<file path="src/rtl/ct_cal_date.sv">
// Calendar date counter: day-of-month, month, year and day-of-week.
// Advances one day per en tick and accepts a parallel date load for setting
// the clock. Gregorian leap-year handling can be disabled for legacy builds.
module ct_cal_date #(
  parameter int YEAR_W     = 12,
  parameter int RESET_YEAR = 2000,
  parameter int RESET_DOW  = 6,
  parameter int LEAP_EN    = 1
) (
  input  logic              clk,
  input  logic              rst,
  input  logic              en,
  input  logic              ld,
  input  logic [4:0]        ld_day,
  input  logic [3:0]        ld_month,
  input  logic [YEAR_W-1:0] ld_year,
  input  logic [2:0]        ld_dow,
  output logic [4:0]        day,
  output logic [3:0]        month,
  output logic [YEAR_W-1:0] year,
  output logic [2:0]        dow,
  output logic              leap,
  output logic              z,
  output logic              z_year
);

  // Leap test without a divider. A multiple of 4 is a multiple of 100 exactly
  // when it is a multiple of 25, and a multiple of 400 exactly when it is a
  // multiple of both 16 and 25. The remainder mod 25 comes from a restoring
  // subtract chain against shifted copies of the constant 25.
  function automatic logic is_leap(input logic [YEAR_W-1:0] y);
    logic [YEAR_W+4:0] r;
    logic [YEAR_W+4:0] d;
    r = {5'd0, y};
    for (int k = YEAR_W - 1; k >= 0; k--) begin
      d = (YEAR_W + 5)'(25) << k;
      if (r >= d) r = r - d;
    end
    is_leap = (LEAP_EN != 0) && (y[1:0] == 2'b00) &&
              ((r != '0) || (y[3:0] == 4'b0000));
  endfunction

  // Index of the last day of a month (month length minus one).
  function automatic logic [4:0] last_day(input logic [3:0] m, input logic lp);
    case (m)
      4'd1:                      last_day = lp ? 5'd28 : 5'd27;
      4'd3, 4'd5, 4'd8, 4'd10:   last_day = 5'd29;
      default:                   last_day = 5'd30;
    endcase
  endfunction

  logic [4:0] cur_last;
  logic       wrap_month;
  logic [3:0] ld_month_c;
  logic [2:0] ld_dow_c;
  logic [4:0] ld_last;
  logic [4:0] ld_day_c;

  // Status flags are combinational so upstream logic can gate on en && z.
  // A corrupted day beyond the month end is treated as the last day on the
  // next tick, which pulls the counter back into range.
  assign leap       = is_leap(year);
  assign cur_last   = last_day(month, leap);
  assign z          = (day == cur_last);
  assign z_year     = z && (month == 4'd11);
  assign wrap_month = (day >= cur_last);

  // Load sanitising: clamp month, fold dow 7 to Sunday, and clamp day to the
  // length of the month being loaded (using the loaded year's leap status).
  assign ld_month_c = (ld_month > 4'd11) ? 4'd11 : ld_month;
  assign ld_dow_c   = (ld_dow == 3'd7) ? 3'd0 : ld_dow;
  assign ld_last    = last_day(ld_month_c, is_leap(ld_year));
  assign ld_day_c   = (ld_day > ld_last) ? ld_last : ld_day;

  // Date registers: reset, then load, then daily advance, otherwise hold.
  always_ff @(posedge clk or negedge rst) begin
    if (!rst) begin
      day   <= 5'd0;
      month <= 4'd0;
      year  <= YEAR_W'(RESET_YEAR);
      dow   <= 3'(RESET_DOW);
    end else if (ld) begin
      day   <= ld_day_c;
      month <= ld_month_c;
      year  <= ld_year;
      dow   <= ld_dow_c;
    end else if (en) begin
      dow <= (dow >= 3'd6) ? 3'd0 : dow + 3'd1;
      if (wrap_month) begin
        day <= 5'd0;
        if (month >= 4'd11) begin
          month <= 4'd0;
          year  <= year + YEAR_W'(1);
        end else begin
          month <= month + 4'd1;
        end
      end else begin
        day <= day + 5'd1;
      end
    end
  end

endmodule

</file>
<file path="config.mk">
export PLATFORM = sky130hd
export DESIGN_NAME = ct_cal_date
export DESIGN_NICKNAME = d
export VERILOG_FILES = /design/src/rtl/ct_cal_date.sv
export SDC_FILE = /design/constraint.sdc
export NUM_CORES = 1
export LEC_CHECK = 0
export ABC_AREA = 1
export CORE_MARGIN = 2
export CORE_UTILIZATION = 45
export DETAILED_ROUTE_END_ITERATION = 6
export GPL_TIMING_DRIVEN = 0
export PLACE_DENSITY = 0.74
export SLEW_MARGIN = 20
export SYNTH_ARGS = -nofsm -noshare
export SYNTH_HDL_FRONTEND = slang
export SYNTH_SLANG_ARGS = --single-unit
</file>
<file path="constraint.sdc">
create_clock -name clk -period 25.8 [get_ports clk]
set_input_delay 5.16 -clock clk [delete_from_list [all_inputs] [get_ports clk]]
set_output_delay 5.16 -clock clk [all_outputs]
set_load 0.05 [all_outputs]
</file>
Word-level counts from Yosys, hierarchy flattened
Index checks and enable logic that the tools add are counted.
W data, S select, Z words.
- bits of input ports: 28
- register bits after elaboration: 24
- word-level logic and storage cells: 113
- output and inout port bits: 27
- equality and inequality tests: 13
- add/sub/neg operators: 20
- reductions and logical operators: 18
- magnitude comparators: 21
- muxes and demuxes: 37
- operators with widths (kind ; count):
    $mux W17 ; 16
    $mux W12 ; 4
    $ge A17 B10 Y1 const B ; 2
    $ge A17 B11 Y1 const B ; 2
    $ge A17 B5 Y1 const B ; 2
    $ge A17 B6 Y1 const B ; 2
    $ge A17 B7 Y1 const B ; 2
    $ge A17 B8 Y1 const B ; 2
    $ge A17 B9 Y1 const B ; 2
    $reduce_bool A17 Y1 ; 2
    $sub A17 B10 Y17 const B ; 2
    $sub A17 B11 Y17 const B ; 2
    $sub A17 B5 Y17 const B ; 2
    $sub A17 B6 Y17 const B ; 2
    $sub A17 B7 Y17 const B ; 2
    $sub A17 B8 Y17 const B ; 2
    $sub A17 B9 Y17 const B ; 2
    $sub A12 B12 Y13 const B ; 2
    $ge A12 B12 Y1 const B ; 2
    $eq A4 B4 Y1 const B ; 5
    $mux W4 ; 5
    $mux W5 ; 4
    $mux W3 ; 6
    $add A12 B1 Y12 const B ; 1
    other kinds (22) ; 34

Depth between registers and ports, before layout
Gate-level depths: netlist (run 1).
- depth after elaboration: 25
- depth in mapped cells: 79
- mapped depth without buffers: 76

Least setup slack after synthesis (run 1)
Ideal clock, no wire load.
- path kind: reg2out
- start point: register year[8]
- end point: output port z_year
- required time: 20.640 ns
- stages on the path, launching flop included: 66
- path buffers: 4
- setup slack: 12.793 ns
- arrival: 7.847 ns
- path through: dfstp_2 inv_1 ha_1 inv_1 nor2_1 nor2_1 o21bai_4 nand2_1 o21ai_1 nand3_2 nand2_2 nand2_2 buf_6 nand2_1 nand2_2 inv_1 ha_1 nand3_1 [... 30 more ...] nor2_8 nand2_4 buf_12 nand2_2 nand2_1 nor2_2 nand2_2 nand3_1 nand2_1 a21oi_2 nand3_1 nand2_1 a21oi_1 ha_1 nand2_1 nor2_1 nand2_1 nor2_1
- word-level cells in the longest chain between the ends: 23
- elaborated cells on any way between the ends: 31
- classes of those cells: 8 x add/sub; 8 x order compare; 1 x eq/ne; 10 x mux; 4 x reduce/logical
- RTL lines (what ; RTL line ; text):
    start, declared ; 20 ; output logic [YEAR_W-1:0] year,
    start signal, assigned ; 80 ; year <= YEAR_W'(RESET_YEAR);
    start signal, assigned ; 85 ; year <= ld_year;
    start signal, assigned ; 93 ; year <= year + YEAR_W'(1);
    $sub A12 B12 Y13 / $ge A12 B12 Y1 (equally long branches) ; 37 ; if (r >= d) r = r - d;
    $mux W17 (*) ; 37 ;
    $sub A17 B11 Y17 / $ge A17 B11 Y1 (equally long branches) ; 37 ;
    $mux W17 (*) ; 37 ;
    $sub A17 B10 Y17 / $ge A17 B10 Y1 (equally long branches) ; 37 ;
    $mux W17 (*) ; 37 ;
    $sub A17 B9 Y17 / $ge A17 B9 Y1 (equally long branches) ; 37 ;
    $mux W17 (*) ; 37 ;
    [... 7 more ...] ; -- ;
    $mux W17 (*) ; 37 ;
    $reduce_bool A17 Y1 (*) ; 40 ; ((r != '0) || (y[3:0] == 4'b0000));
    $logic_or A1 B1 Y1 (*) ; 40 ;
    $logic_and A1 B1 Y1 (*) ; 39 ; is_leap = (LEAP_EN != 0) && (y[1:0] == 2'b00) &&
    $mux W3 (*) ; 46 ; 4'd1: last_day = lp ? 5'd28 : 5'd27;
    $pmux W3 S2 (*) ; 45 ; case (m)
    $eq A5 B5 Y1 (*) ; 64 ; assign z = (day == cur_last);
    $logic_and A1 B1 Y1 (*) ; 65 ; assign z_year = z && (month == 4'd11);
    end, declared ; 24 ; output logic z_year
Mark *: on every way between the ends. The rest lies on a longest branch, timed or not.

Worst setup path in the final report (run 1)
- start point: register year[2]
- end point: output port z_year
- word-level cells in the longest chain between the ends: 23
- elaborated cells on any way between the ends: 32
- classes of those cells: 8 x add/sub; 8 x order compare; 1 x eq/ne; 10 x mux; 5 x reduce/logical
- RTL lines (what ; RTL line):
    $sub A12 B12 Y13 / $ge A12 B12 Y1 (equally long branches) ; 37
    $mux W17 ; 37
    $sub A17 B11 Y17 / $ge A17 B11 Y1 (equally long branches) ; 37
    $mux W17 ; 37
    $sub A17 B10 Y17 / $ge A17 B10 Y1 (equally long branches) ; 37
    $mux W17 ; 37
    $sub A17 B9 Y17 / $ge A17 B9 Y1 (equally long branches) ; 37
    $mux W17 ; 37
    [... 7 more ...] ; --
    $mux W17 ; 37
    $reduce_bool A17 Y1 ; 40
    $logic_or A1 B1 Y1 (*) ; 40
    $logic_and A1 B1 Y1 (*) ; 39
    $mux W3 (*) ; 46
    $pmux W3 S2 (*) ; 45
    $eq A5 B5 Y1 (*) ; 64
    $logic_and A1 B1 Y1 (*) ; 65
Marked as above.

==> qor.csv, run 1 <==
stage;metric;value;unit
status;status;complete, no violations;
global_routing;met1 Usage GRT;28.4;%
placed_design;final weighted congestion of routability-driven global placement;0.938;
sta;clock period minus final worst setup slack;14.33;ns
yosys;count of cell types in the netlist;54;
yosys;predominant post-synthesis flop cell;sky130_fd_sc_hd__dfrtp_1;
final_layout;commonest non-fill, non-tap cells in the layout;sky130_fd_sc_hd__nand2_1, sky130_fd_sc_hd__nand3_1, sky130_fd_sc_hd__inv_1, sky130_fd_sc_hd__nor2_1, sky130_fd_sc_hd__nand2_2;
floorplanning;die outline height;132;um
clock_network;hold_buf cts;0;
final_layout;share of final-layout standard cells stronger than drive strength 1;18.4;%
floorplanning;area of the placeable core;0.0160;sq mm
sta;transition time at the pin with the least slew margin;0.756;ns
hold_path;hold path start;dow[2]$_DFFE_PN1P_;
drt;Starting DRT DRC Count;427;
sta;hold_ws;0.517;ns
setup_path;WS Path Type;flop to output port;
global_routing;global-route wire length before repair;31900;um
yosys;sequential fraction of the synthesis area;8.23;%
yosys;synthesized area;0.00742;sq mm
setup_path;minimum setup slack among reg-to-reg paths;15.88;ns
setup_path;Most common cell on crit path;sky130_fd_sc_hd__nand2_1;
hold_path;number of instances on the worst hold path;2;
final_layout;number of filler cells placed in the layout;1712;
yosys;fraction of synthesis flops using an asynchronous set or reset pin;100;%
setup_path;crit-path max cell delay;0.80;ns
sta;final clock period utilization by the worst path;55.5;%
yosys;nets in the synthesized netlist;1315;
final_layout;area used by multi-input combinational logic;0.00603;sq mm
floorplanning;floorplan row count;46;
sta;f_max;69.8;MHz
global_routing;most utilized layer in the global route result;met2;
global_routing;GR Util met2;36.5;%
floorplanning;initial cell density of the core;46.4;%
hold_path;kind of path behind the tightest hold check;flop to flop;
final_layout;area added between synthesis and finish;12.1;%
global_routing;overall global routing resource usage;20.7;%
sta;Rel. slew slack;49.1;%
drt;wire per inst;11.9;um
clock_network;maximum level of the CTS H-tree;1;
clock_network;Setup Buffers After CTS;0;
clock_network;clock latency reported for the late side of the worst-skew pair;0.27;ns
setup_path;FF-to-FF path depth;72;
floorplanning;die outline area;0.0175;sq mm
drt;DRC errors left;0;
clock_network;clock root buffer;sky130_fd_sc_hd__clkbuf_16;
sta;setup repair after global routing missed its margin;false;
clock_network;number of cells upsized or downsized after cts;0;
clock_network;maximum buffer depth of the clock tree;2;
drt;router iterations before antenna repair;5;
setup_path;beginning of the worst register-to-register path;year[2]$_DFFE_PN0P_;
setup_path;combined buffer and inverter count along the critical path;7;
placed_design;placed wire-length estimate;15300;um
setup_path;top cell family by delay on the critical path;simple AND/OR/NAND/NOR gates;
yosys;number of enable-type register cells in the synthesized netlist;0;
global_routing;vias in the first global route;7160;
drt;total wirelength of the detailed-routed design;18200;um
global_routing;global route overflow;0;
clock_network;number of CTS-inserted buffers;3;
floorplanning;top-level port count;55;
final_layout;antenna cells;0;
clock_network;clock input transition at the sequential cells of the worst setup and hold paths;0.07;ns
global_routing;number of antenna violations at the first check in global routing;0;
drt;number of routed nets with antenna violations;0;
clock_network;number of clock sinks seen by CTS;24;
clock_network;TritonCTS clock tree;done;
yosys;number of synthesis warnings;0;
setup_path;endpoint required time on the critical path;20.64;ns
flow_run;MaxCap Viol Count;0;
sta;Final Setup Violations;0;
setup_path;sort of element at the start of the critical path;flop;
setup_path;endpoint kind of the worst setup timing path;output port;
setup_path;critical-path maximum fanout;10;
drt;via count normalized by instance count;5.13;
yosys;number of instances in the synthesized netlist;1256;
drt;Via Count;7843;
global_routing;largest net degree at the start of global routing;25;
floorplanning;die width;132;um
sta;total count of hold-check failures in the final report;0;
sta;final setup TNS;0;ns
setup_path;slowest library cell on the worst path;sky130_fd_sc_hd__clkdlybuf4s50_1;
global_routing;met3 Track Usage GR;1.04;%
final_layout;most common cell after layout, fill and taps aside;sky130_fd_sc_hd__nand2_1;
sta;count of final max-slew check failures;0;
placed_design;port bufs;53;
yosys;average cell area after synthesis;5.91;sq um
hold_path;end point of the most critical hold path;dow[2]$_DFFE_PN1P_;
yosys;synthesis-stage register bit count;24;
final_layout;register area;611;sq um
setup_path;capture instance of the worst register-to-register path;year[8]$_DFFE_PN1P_;
final_layout;post-layout net count;1373;
sta;maximum clock skew at final layout;0.00829;ns
setup_path;arrival time of the worst setup path;9.17;ns
## area by class of cell
type | instances | share of cell area, %
Multi-Input combinational cell | 1057 | 72.5
Inverter | 158 | 7.44
Sequential cell | 24 | 7.34
Timing Repair Buffer | 53 | 6.32
Tap cell | 216 | 3.25
Buffer | 17 | 1.91
Clock buffer | 3 | 0.902
Clock inverter | 1 | 0.361
## cell families after synthesis
kind of cell               count (synthesis)  synth area share (%)
and+or+nand+nor                          879                  62.9
buffers and inverters                    175                  10.5
adders and majority gates                 31                  5.23
xor gates and xnor gates                  38                  4.49
DFF                                       24                  8.23
AOI/OAI and AO/OA                        109                  8.68
## synthesized netlist by cell type, types with 2 or more instances
cell | count | area [sq um]
sky130_fd_sc_hd__a21oi_1 | 24 | 120
sky130_fd_sc_hd__a22oi_1 | 2 | 15.0
sky130_fd_sc_hd__a31oi_1 | 5 | 31.3
sky130_fd_sc_hd__buf_4 | 2 | 15.0
sky130_fd_sc_hd__buf_6 | 5 | 56.3
sky130_fd_sc_hd__buf_8 | 3 | 45.0
sky130_fd_sc_hd__clkbuf_1 | 6 | 22.5
sky130_fd_sc_hd__clkinv_1 | 5 | 18.8
sky130_fd_sc_hd__dfrtp_1 | 16 | 400
sky130_fd_sc_hd__dfstp_2 | 8 | 210
sky130_fd_sc_hd__ha_1 | 31 | 388
sky130_fd_sc_hd__inv_1 | 134 | 503
sky130_fd_sc_hd__inv_2 | 14 | 52.6
sky130_fd_sc_hd__inv_4 | 3 | 18.8
sky130_fd_sc_hd__nand2_1 | 380 | 1430
sky130_fd_sc_hd__nand2_2 | 80 | 500
sky130_fd_sc_hd__nand2_4 | 38 | 428
sky130_fd_sc_hd__nand3_1 | 140 | 701
sky130_fd_sc_hd__nand3_2 | 20 | 200
sky130_fd_sc_hd__nand3_4 | 6 | 105
sky130_fd_sc_hd__nand3b_1 | 11 | 82.6
sky130_fd_sc_hd__nand4_1 | 40 | 250
sky130_fd_sc_hd__nor2_1 | 106 | 398
sky130_fd_sc_hd__nor2_2 | 14 | 87.6
sky130_fd_sc_hd__nor2_4 | 16 | 180
sky130_fd_sc_hd__nor2_8 | 7 | 140
sky130_fd_sc_hd__nor3_1 | 9 | 45.0
sky130_fd_sc_hd__nor3_2 | 2 | 20.0
sky130_fd_sc_hd__nor4_1 | 4 | 25.0
sky130_fd_sc_hd__o211ai_1 | 4 | 30.0
sky130_fd_sc_hd__o21a_1 | 2 | 15.0
sky130_fd_sc_hd__o21ai_0 | 48 | 240
sky130_fd_sc_hd__o21ai_1 | 5 | 25.0
sky130_fd_sc_hd__o21ai_2 | 7 | 61.3
sky130_fd_sc_hd__o21bai_1 | 3 | 22.5
sky130_fd_sc_hd__o31ai_1 | 2 | 15.0
sky130_fd_sc_hd__xnor2_1 | 4 | 35.0
sky130_fd_sc_hd__xor2_1 | 34 | 298
## per-stage QoR
stage	instances	utilization [%]	instance area (sq um)	setup WS (ns)
4_1_cts	1529	52.0	8330	11.51
3_5_place_dp	1525	51.4	8220	11.76
2_1_floorplan	1256	-	7420	12.79
6_report	1529	52.0	8320	11.47
3_3_place_gp	1525	51.4	8220	11.88
5_1_grt	1529	52.0	8320	10.54
## worst register-to-register path, delay by kind of cell, from the launching register on
| family | cells | cell delay, ns |
|---|---|---|
| AO/OA/AOI/OAI | 8 | 1.12 |
| adder cells (fa/ha/maj) | 4 | 0.85 |
| buffers and inverters | 10 | 1.48 |
| flip-flops | 1 | 0.49 |
| AND/OR/NAND/NOR | 50 | 5.89 |
## metal layers
| metal | vias up | wire, um |
|---|---|---|
| met3 | 19 | 528 |
| met2 | 125 | 8710 |
| met5 | - | 0 |
| li1 | 4178 | - |
| met1 | 3521 | 8850 |
| met4 | 0 | 161 |
## flip-flops by register name, summed over array words and instances, names as in the netlist
name	cells
year	12
day	5
month	4
dow	3
## how the worst max path moves through the flow
stage / from / to / slack, ns / depth (start not counted)
2_1_floorplan: year[8]$_DFFE_PN1P_ / z_year / 12.79 / 65
3_3_place_gp: ld_year[7] / day[2]$_DFFE_PN0P_ / 11.88 / 64
3_5_place_dp: ld_year[7] / day[2]$_DFFE_PN0P_ / 11.76 / 64
4_1_cts: year[7]$_DFFE_PN1P_ / z_year / 11.51 / 65
5_1_grt: year[2]$_DFFE_PN0P_ / z_year / 10.54 / 64
6_report: year[2]$_DFFE_PN0P_ / z_year / 11.47 / 64
Power of run 1 is left out: the tool's default activity adds up to more than one toggle a clock period on the data nets, which glitch-free logic cannot reach.
==> run 2: changes to the inputs <==
Settings changed: PLACE_DENSITY 0.74 to 0.76.
Clock period 25.8 ns to 12 ns, I/O delays scaled along.
==> run 2 against run 1 <==
  * First-iteration DRC count up 5.2%
  * Clock skew down 0.0042 ns
  * Global-route usage down 0.47 points
  * Sequential share of layout area about the same
  * Critical path depth unchanged
  * Critical path type unchanged
  * Core utilization about the same
==> qor.csv, run 2 (same netlist as run 1, synthesis figures left out) <==
stage;metric;value;unit;change
clock_network;clock root buffer;sky130_fd_sc_hd__clkbuf_16;;unchanged
final_layout;max reg flops;12;;unchanged
hold_path;kind of path behind the tightest hold check;flop to flop;;unchanged
clock_network;number of clock sinks seen by CTS;24;;unchanged
sta;maximum clock skew at final layout;0.00412;ns;was 0.00829 ns
setup_path;WS Path Type;flop to output port;;unchanged
setup_path;critical-path maximum fanout;10;;unchanged
placed_design;port bufs;53;;unchanged
hold_path;hold path start;dow[2]$_DFFE_PN1P_;;unchanged
global_routing;overall global routing resource usage;20.2;%;was 20.7%
final_layout;commonest non-fill, non-tap cells in the layout;sky130_fd_sc_hd__nand2_1, sky130_fd_sc_hd__nand3_1, sky130_fd_sc_hd__inv_1, sky130_fd_sc_hd__nor2_1, sky130_fd_sc_hd__nand2_2;;unchanged
floorplanning;die outline height;132;um;unchanged
final_layout;largest register by flop count;year;;unchanged
global_routing;global route overflow;0;;unchanged
clock_network;number of CTS-inserted buffers;3;;unchanged
final_layout;share of final-layout standard cells stronger than drive strength 1;18.6;%;was 18.4%
flow_run;MaxCap Viol Count;0;;unchanged
global_routing;global-route wire length before repair;31000;um;was 31,900 um
setup_path;capture instance of the worst register-to-register path;year[8]$_DFFE_PN1P_;;unchanged
setup_path;endpoint required time on the critical path;9.60;ns;was 20.64 ns
floorplanning;die outline area;0.0175;sq mm;unchanged
global_routing;vias in the first global route;7137;;was 7,160
placed_design;placed wire-length estimate;15000;um;was 15,300 um
drt;number of routed nets with antenna violations;0;;unchanged
drt;wire per inst;11.8;um;was 11.9 um
clock_network;TritonCTS clock tree;done;;unchanged
sta;Final Setup Violations;0;;unchanged
clock_network;Setup Buffers After CTS;0;;unchanged
final_layout;most common cell after layout, fill and taps aside;sky130_fd_sc_hd__nand2_1;;unchanged
hold_path;number of instances on the worst hold path;2;;unchanged
floorplanning;floorplan row count;46;;unchanged
drt;total wirelength of the detailed-routed design;18000;um;was 18,200 um
final_layout;final design instance area without fill;0.00832;sq mm;about the same
setup_path;minimum setup slack among reg-to-reg paths;1.96;ns;was 15.88 ns
placed_design;worst slack at placement;0.677;ns;was 11.76 ns
sta;min setup slack post-route;0.760;ns;was 11.47 ns
final_layout;area added between synthesis and finish;12.1;%;about the same
sta;Rel. slew slack;52.3;%;was 49.1%
setup_path;arrival time of the worst setup path;8.84;ns;was 9.17 ns
drt;DRC errors left;0;;unchanged
final_layout;post-layout net count;1373;;unchanged
setup_path;Most common cell on crit path;sky130_fd_sc_hd__nand2_2;;was sky130_fd_sc_hd__nand2_1
floorplanning;top-level port count;55;;unchanged
final_layout;antenna cells;0;;unchanged
setup_path;sort of element at the start of the critical path;flop;;unchanged
sta;clock period minus final worst setup slack;11.24;ns;
sta;transition time at the pin with the least slew margin;0.709;ns;was 0.756 ns
placed_design;area after detailed placement;0.00822;sq mm;unchanged
global_routing;number of antenna violations at the first check in global routing;0;;unchanged
hold_path;end point of the most critical hold path;dow[2]$_DFFE_PN1P_;;unchanged
setup_path;endpoint kind of the worst setup timing path;output port;;unchanged
sta;count of final max-slew check failures;0;;unchanged
sta;final clock period utilization by the worst path;93.7;%;
final_layout;largest registers;year (12), day (5), month (4);;unchanged
placed_design;final weighted congestion of routability-driven global placement;0.927;;was 0.938
floorplanning;die width;132;um;unchanged
sta;total count of hold-check failures in the final report;0;;unchanged
clock_network;maximum level of the CTS H-tree;1;;unchanged
drt;via count normalized by instance count;5.18;;was 5.13
setup_path;slowest library cell on the worst path;sky130_fd_sc_hd__dfstp_2;;was sky130_fd_sc_hd__clkdlybuf4s50_1
global_routing;largest net degree at the start of global routing;25;;unchanged
drt;router iterations before antenna repair;5;;unchanged
clock_network;clock input transition at the sequential cells of the worst setup and hold paths;0.07;ns;about the same
setup_path;FF-to-FF path depth;72;;unchanged
drt;Via Count;7921;;was 7,843
clock_network;maximum buffer depth of the clock tree;2;;unchanged
sta;hold_ws;0.518;ns;was 0.517 ns
drt;Starting DRT DRC Count;449;;was 427
setup_path;beginning of the worst register-to-register path;year[7]$_DFFE_PN1P_;;was year[2]$_DFFE_PN0P_
setup_path;crit-path max cell delay;0.61;ns;was 0.80 ns
floorplanning;area of the placeable core;0.0160;sq mm;unchanged
floorplanning;initial cell density of the core;46.4;%;unchanged
sta;f_max;89.0;MHz;
status;status;complete, no violations;;unchanged
clock_network;clock latency reported for the late side of the worst-skew pair;0.26;ns;was 0.27 ns
[run 2: cell types whose count changed in the layout (fill, tap and decap cells not counted)]
| cell | before | now |
|---|---|---|
| sky130_fd_sc_hd__bufinv_16 | 1 | 0 |
| sky130_fd_sc_hd__clkbuf_8 | 0 | 1 |
| sky130_fd_sc_hd__clkdlybuf4s50_1 | 52 | 50 |
| sky130_fd_sc_hd__dlymetal6s2s_1 | 0 | 2 |
| sky130_fd_sc_hd__inv_1 | 134 | 133 |
| sky130_fd_sc_hd__inv_2 | 14 | 15 |
| sky130_fd_sc_hd__nor2_1 | 106 | 105 |
| sky130_fd_sc_hd__nor2_2 | 14 | 15 |
| sky130_fd_sc_hd__o21bai_1 | 3 | 2 |
| sky130_fd_sc_hd__o21bai_2 | 0 | 1 |
[run 2: area by class of cell]
cell class	count	area, sq um
inverter	158	619
multi-input combinational	1057	6040
sequential	24	611
fill	1690	7680
tap	216	270
clock buffer	4	88.8
buffer	17	159
timing repair buffer	53	531
[run 2: repair_timing]
| action | 4_1_cts | 5_1_grt |
|---|---|---|
| hold endpoints to repair | 0 | 0 |
| resized for setup | 0 | 5 |
| endpoints found under the setup margin | 0 | 5 |
| hold buffers | 0 | 0 |
[run 2: how the worst max path moves through the flow]
stage                              startpoint                  to  slack, ns  cells after the start
after global placement    year[2]$_DFFE_PN0P_              z_year       0.85                     62
after CTS                 year[7]$_DFFE_PN1P_              z_year       0.38                     63
final                     year[7]$_DFFE_PN1P_              z_year       0.76                     64
after global routing      year[7]$_DFFE_PN1P_              z_year    -0.0005                     63
after floorplan           year[8]$_DFFE_PN1P_              z_year       1.75                     65
after detailed placement           ld_year[7]  day[2]$_DFFE_PN0P_       0.68                     65
[run 2: layer usage]
layer / share of wire [%] / track usage (%) / routed length (um)
met5: 0 / 0 / 0
met4: 0.85 / 3.58 / 153
met3: 3.2 / 1.27 / 574
met2: 48 / 35.8 / 8610
met1: 48 / 27.2 / 8700
[run 2: metrics by stage]
stage	TNS [ns]	utilization (%)	std cells
6_report	0	52.0	1529
5_1_grt	-0.000493	52.0	1529
4_1_cts	0	51.9	1529
3_5_place_dp	0	51.4	1525
3_3_place_gp	0	51.4	1525
2_1_floorplan	0	-	1256
[run 2: worst max-delay path, delay by kind of cell, from the launching register on]
family / cells / cell delay [ns]
adder cells (fa/ha/maj): 5 / 1.05
AO/OA/AOI/OAI: 4 / 0.64
buffers and inverters: 10 / 1.45
AND/OR/NAND/NOR: 45 / 4.78
flip-flops: 1 / 0.61
Power of run 2 is left out for the same reason.
